### src/rtl/trace_line_packer.sv
// ============================================================================
// Module   : trace_line_packer
// Purpose  : Packs a stream of trace words into cache lines; a flush emits a
//            zero-padded partial line. Valid/ready on both sides.
// Revision : 1.0 - initial release
// ============================================================================
`default_nettype none

module trace_line_packer #(
  parameter int WORD_W         = 32,
  parameter int WORDS_PER_LINE = 8,
  parameter bit FIRST_WORD_MSB = 1'b1,
  parameter int CNT_W          = 16
) (
  input  logic                                clk,
  input  logic                                rst_n,
  input  logic                                in_valid,
  output logic                                in_ready,
  input  logic [WORD_W-1:0]                   in_data,
  input  logic                                flush,
  output logic                                out_valid,
  input  logic                                out_ready,
  output logic [WORD_W*WORDS_PER_LINE-1:0]    out_line,
  output logic [$clog2(WORDS_PER_LINE):0]     out_words,
  output logic [CNT_W-1:0]                    line_count,
  output logic                                busy
);

  localparam int LINE_W = WORD_W * WORDS_PER_LINE;
  localparam int FILL_W = $clog2(WORDS_PER_LINE);
  localparam int WCNT_W = FILL_W + 1;
  localparam logic [FILL_W-1:0] c_LAST_SLOT = FILL_W'(WORDS_PER_LINE - 1);

  logic [LINE_W-1:0] acc_q, acc_d;
  logic [FILL_W-1:0] fill_q, fill_d;
  logic              flush_pend_q, flush_pend_d;
  logic              out_valid_q, out_valid_d;
  logic [LINE_W-1:0] out_line_q, out_line_d;
  logic [WCNT_W-1:0] out_words_q, out_words_d;
  logic [CNT_W-1:0]  line_count_q, line_count_d;

  logic              w_out_free;
  logic              w_accept;
  logic              w_out_hs;
  logic [LINE_W-1:0] w_acc_wr;
  logic [WCNT_W-1:0] w_cnt;
  logic              w_full_emit;
  logic              w_flush_req;
  logic              w_emit;

  assign w_out_free = !out_valid_q || out_ready;
  assign in_ready   = !flush_pend_q && ((fill_q != c_LAST_SLOT) || w_out_free);
  assign w_accept   = in_valid && in_ready;
  assign w_out_hs   = out_valid_q && out_ready;

  // Accumulator with the current word merged into slot fill_q.
  for (genvar k = 0; k < WORDS_PER_LINE; k++) begin : g_slot
    localparam int BASE = FIRST_WORD_MSB ? (WORDS_PER_LINE - 1 - k) * WORD_W : k * WORD_W;
    assign w_acc_wr[BASE +: WORD_W] = (w_accept && (fill_q == FILL_W'(k)))
                                      ? in_data : acc_q[BASE +: WORD_W];
  end

  assign w_cnt       = {1'b0, fill_q} + WCNT_W'(w_accept);
  assign w_full_emit = w_accept && (fill_q == c_LAST_SLOT);
  // A flush coinciding with the last word is absorbed by the full-line emit.
  assign w_flush_req = flush && !flush_pend_q && !w_full_emit && (w_cnt != '0);
  assign w_emit      = w_full_emit || ((w_flush_req || flush_pend_q) && w_out_free);

  always_comb begin
    acc_d        = w_acc_wr;
    fill_d       = w_cnt[FILL_W-1:0];
    flush_pend_d = flush_pend_q;
    out_valid_d  = out_valid_q;
    out_line_d   = out_line_q;
    out_words_d  = out_words_q;
    line_count_d = line_count_q;

    if (w_flush_req && !w_out_free) begin
      flush_pend_d = 1'b1;
    end

    if (w_emit) begin
      acc_d        = '0;
      fill_d       = '0;
      flush_pend_d = 1'b0;
      out_valid_d  = 1'b1;
      out_line_d   = w_acc_wr;
      out_words_d  = w_cnt;
    end else if (w_out_hs) begin
      out_valid_d  = 1'b0;
      out_line_d   = '0;
      out_words_d  = '0;
    end

    if (w_out_hs && (line_count_q != {CNT_W{1'b1}})) begin
      line_count_d = line_count_q + 1'b1;
    end
  end

  always_ff @(posedge clk or negedge rst_n) begin
    if (!rst_n) begin
      acc_q        <= '0;
      fill_q       <= '0;
      flush_pend_q <= 1'b0;
      out_valid_q  <= 1'b0;
      out_line_q   <= '0;
      out_words_q  <= '0;
      line_count_q <= '0;
    end else begin
      acc_q        <= acc_d;
      fill_q       <= fill_d;
      flush_pend_q <= flush_pend_d;
      out_valid_q  <= out_valid_d;
      out_line_q   <= out_line_d;
      out_words_q  <= out_words_d;
      line_count_q <= line_count_d;
    end
  end

  assign out_valid  = out_valid_q;
  assign out_line   = out_line_q;
  assign out_words  = out_words_q;
  assign line_count = line_count_q;
  assign busy       = (fill_q != '0) || out_valid_q || flush_pend_q;

endmodule

`default_nettype wire

### config.mk
export PLATFORM = sky130hd
export DESIGN_NAME = trace_line_packer
export DESIGN_NICKNAME = d
export VERILOG_FILES = /design/src/rtl/trace_line_packer.sv
export SDC_FILE = /design/constraint.sdc
export NUM_CORES = 1
export LEC_CHECK = 0
export CORE_ASPECT_RATIO = 1.2
export CORE_MARGIN = 2
export CORE_UTILIZATION = 60
export CTS_CLUSTER_SIZE = 12
export DETAILED_ROUTE_END_ITERATION = 10
export PLACE_DENSITY = 0.85
export SLEW_MARGIN = 30
export SYNTH_ARGS = -nofsm -noshare
export SYNTH_HDL_FRONTEND = slang
export SYNTH_SLANG_ARGS = --single-unit
### constraint.sdc
create_clock -name clk -period 7 [get_ports clk]
set_clock_uncertainty 0.05 [all_clocks]
set_input_delay 1.4 -clock clk [delete_from_list [all_inputs] [get_ports clk]]
set_output_delay 1.4 -clock clk [all_outputs]
set_load 0.02 [all_outputs]
==> results_dict.tcl <==
set metrics [dict create \
    status "finished, final reports clean" \
    clock-sinks 537 \
    tritoncts "built" \
    overall_track_demand_over_capacity_in_global_routing_pct 32.4 \
    dr.first_iter.drc_count 1517 \
    synth_warnings 0 \
    min_delay_path_depth 1 \
    post_synth_instance_area_um2 27600 \
    leakagePower_nw 13.8 \
    floorplan.die.width_um 200 \
    timing.setup.tns_ns 0 \
    first_global_vias 20100 \
    syn_inst 2379 \
    placement.io_buffers 315 \
    synth-edff-count 0 \
    insertion_delay_ns 0.58 \
    die-area_um2 47800 \
    timing.critical_path.required_ns 7.36 \
    tritoncts.num_buffers 55 \
    post_cts.repair.setup_buffers 0 \
    synth.lib_cells_used.distinct 41 \
    path_max_fanout 58 \
    final_layout_size_suffix_gt1_share_pct 21.0 \
    timing.final.crit_period_ns 5.29 \
    synth.yosys.seq_area_share_pct 48.7 \
    die_h_um 239 \
    min_period_over_period_pct 75.5 \
    timing.critical_path.to_type "flop" \
    cts_htree_levels 2 \
    netlist.area_leader.share_pct 48.7 \
    cts.repair.resized 0 \
    postRouteAntennaNets 0 \
    peak_ir_drop_on_the_vdd_network_mv 0.350 \
    num_antenna_cells 0 \
    grt_start_max_net_pins 189 \
    met3_usage_pct 7.12 \
    routed_wl_um 77400 \
    number_of_antenna_violations_at_the_first_check_in_global_routing 0 \
    p_per_area_nw_per_um2 406 \
    dp_hpwl_um 46500 \
    remaining_drc_errors 0 \
    drt-pass1-iter-count 7 \
    post_drt_via_cell_ratio 6.10 \
    timing.final.max_slew_violations 0 \
    worst-r2r-cell-count 11 \
    asyncSetResetFlopFracSynth_pct 100 \
    gr-total-overflow 0 \
    ys_top_cells_by_area "dfrtp_1 (49%), mux2_4 (9.8%), o221ai_2 (9.8%), mux2i_1 (9.4%), nor2_1 (3.6%)" \
    final_net_count 2620 \
    cts.path.max_buffers 3 \
    number_of_storage_elements_in_the_synthesis_netlist 537 \
    critical_path.startpoint_type "primary input" \
    synth_nets 2419 \
    grt_first_pass_wirelength_um 118000 \
    ys_top_cells_by_count "dfrtp_1 (537), nor2_1 (268), nand2_1 (262)" \
    synthesis.area_per_instance_um2 11.6 \
    final_weighted_congestion_in_routability_driven_placement 0.840 \
    rows 86 \
    hp-class "reg -> reg" \
    relSlewSlack_pct 25.1 \
    met1_usage_pct 45.1 \
    dominantRegCellSynth "dfrtp_1" \
    drv.max_cap_violation_count 0 \
    criticalPathCategory "in -> reg" \
    number_of_primary_i_o_pins 316 \
    cts_hold_repair_buffers 0 \
    path_clk_slew_ns 0.06 \
    max_slew.worst_pin.slew_ns 1.12 \
    flow.area_growth_from_synthesis_pct 18.0 \
    max_freq_mhz 189 \
    initial_utilization_pct 60.4 \
    routed_wire_length_per_instance_um 23.9 \
    root_cell_of_the_clock_tree "clkbuf_16" \
    core_um2 45700 \
    rsz0062_at_grt "false" \
    core_occupancy_in_the_finished_layout_pct 71.2 \
    via_count 19700 \
    post-synth-top-count-cell "dfrtp_1" \
    layer_with_the_highest_usage "met2" \
    finalSetupViolations 0 \
    yosys.area.top_type "dfrtp_1" \
    final-hold-violation-count 0 \
    gr-usage-met2_pct 49.1 \
    worst_ep_arrival_time_ns 5.65 \
]
-- critical path, stage by stage --
cell	delay, ns
clkdlybuf4s50_1	0.69
nor2b_4	0.26
a41oi_1	0.16
and2_1	0.22
ha_1	0.21
ha_1	0.35
o41ai_2	0.40
a41oi_1	0.14
or3_4	0.58
nand2_8	0.56
buf_4	0.44
o221ai_1	0.18
-- state kept, by name, summed over array words and instances, names as in the netlist --
name and cells:
out_valid 1, fill_q 3, acc_q 256, line_count 16, flush_pend_q 1, out_line 256
out_words 4
-- final timing paths --
kind,start,end,slack [ns]
worst min register to register,line_count[5]$_DFFE_PN0P_,line_count[5]$_DFFE_PN0P_,0.44
worst max register to register,out_valid$_DFFE_PN0P_,out_line[254]$_DFFE_PN0P_,2.47
max in group asynchronous,rst_n,acc_q[144]$_DFF_PN0_,4.50
worst min-delay path,line_count[5]$_DFFE_PN0P_,line_count[5]$_DFFE_PN0P_,0.44
min in group asynchronous,rst_n,out_line[210]$_DFFE_PN0P_,0.64
worst max-delay path,out_ready,out_line[254]$_DFFE_PN0P_,1.71
-- report_power, final --
part	internal, mW	switching [mW]	leakage (nW)
Clock	1.60	1.21	0.826
Combinational	2.49	3.54	5.59
Sequential	3.82	0.551	7.37
-- cell usage in the layout, fill, tap and decap left out, drive strengths merged --
cell type      count
dfrtp            537
clkdlybuf4s50    312
nor2             268
nand2            263
mux2i            260
inv              258
mux2             257
o221ai           257
clkbuf            86
buf               36
nor3              10
nand3              9
xnor2              8
nand4              6
clkinv             6
xor2               4
nor2b              4
nand3b             3
a32oi              3
o21ai              3
nand2b             3
a21oi              3
ha                 3
and3               2
o21a               2
a31oi              2
and2               2
a41oi              2
or3                1
and4               1
or2                1
o211ai             1
o41ai              1
nand4b             1
clkinvlp           1
-- per-layer routing --
layer | vias up | routed length, µm
met5 | - | 0
met4 | 0 | 3770
met3 | 161 | 6320
met2 | 818 | 35000
met1 | 10200 | 32300
li1 | 8570 | -
-- logic make-up (layout without fill, tap and decap cells) --
family	Yosys count	after routing	synth area share, %
fa+ha+maj	3	3	0.136
mux	517	517	22.4
simple gates	574	574	8.24
compound gates	274	274	12.7
flops	537	537	48.7
buf+inv	462	699	7.54
xor+xnor	12	12	0.381
-- through the flow --
| step | total power [mW] | cells | cell area (µm²) | hold WS (ns) | setup WS, ns |
|---|---|---|---|---|---|
| floorplan | 8.62 | 2379 | 27600 | 0.445 | 1.97 |
| global placement | 10.2 | 3137 | 30800 | 0.433 | 1.22 |
| detailed placement | 10.4 | 3137 | 30800 | 0.435 | 1.20 |
| CTS | 13.2 | 3230 | 32500 | 0.445 | 1.78 |
| global route | 13.8 | 3232 | 32600 | 0.474 | 1.46 |
| finish | 13.2 | 3232 | 32600 | 0.438 | 1.71 |
-- cell type report --
cell class	count	area [µm²]
tap	616	771
sequential	537	13400
clock inverter	7	37.5
multi-input combinational	1380	12200
timing repair buffer	348	3540
clock buffer	86	1650
inverter	258	968
fill	3121	13200
(Power assumes the default switching activity.)
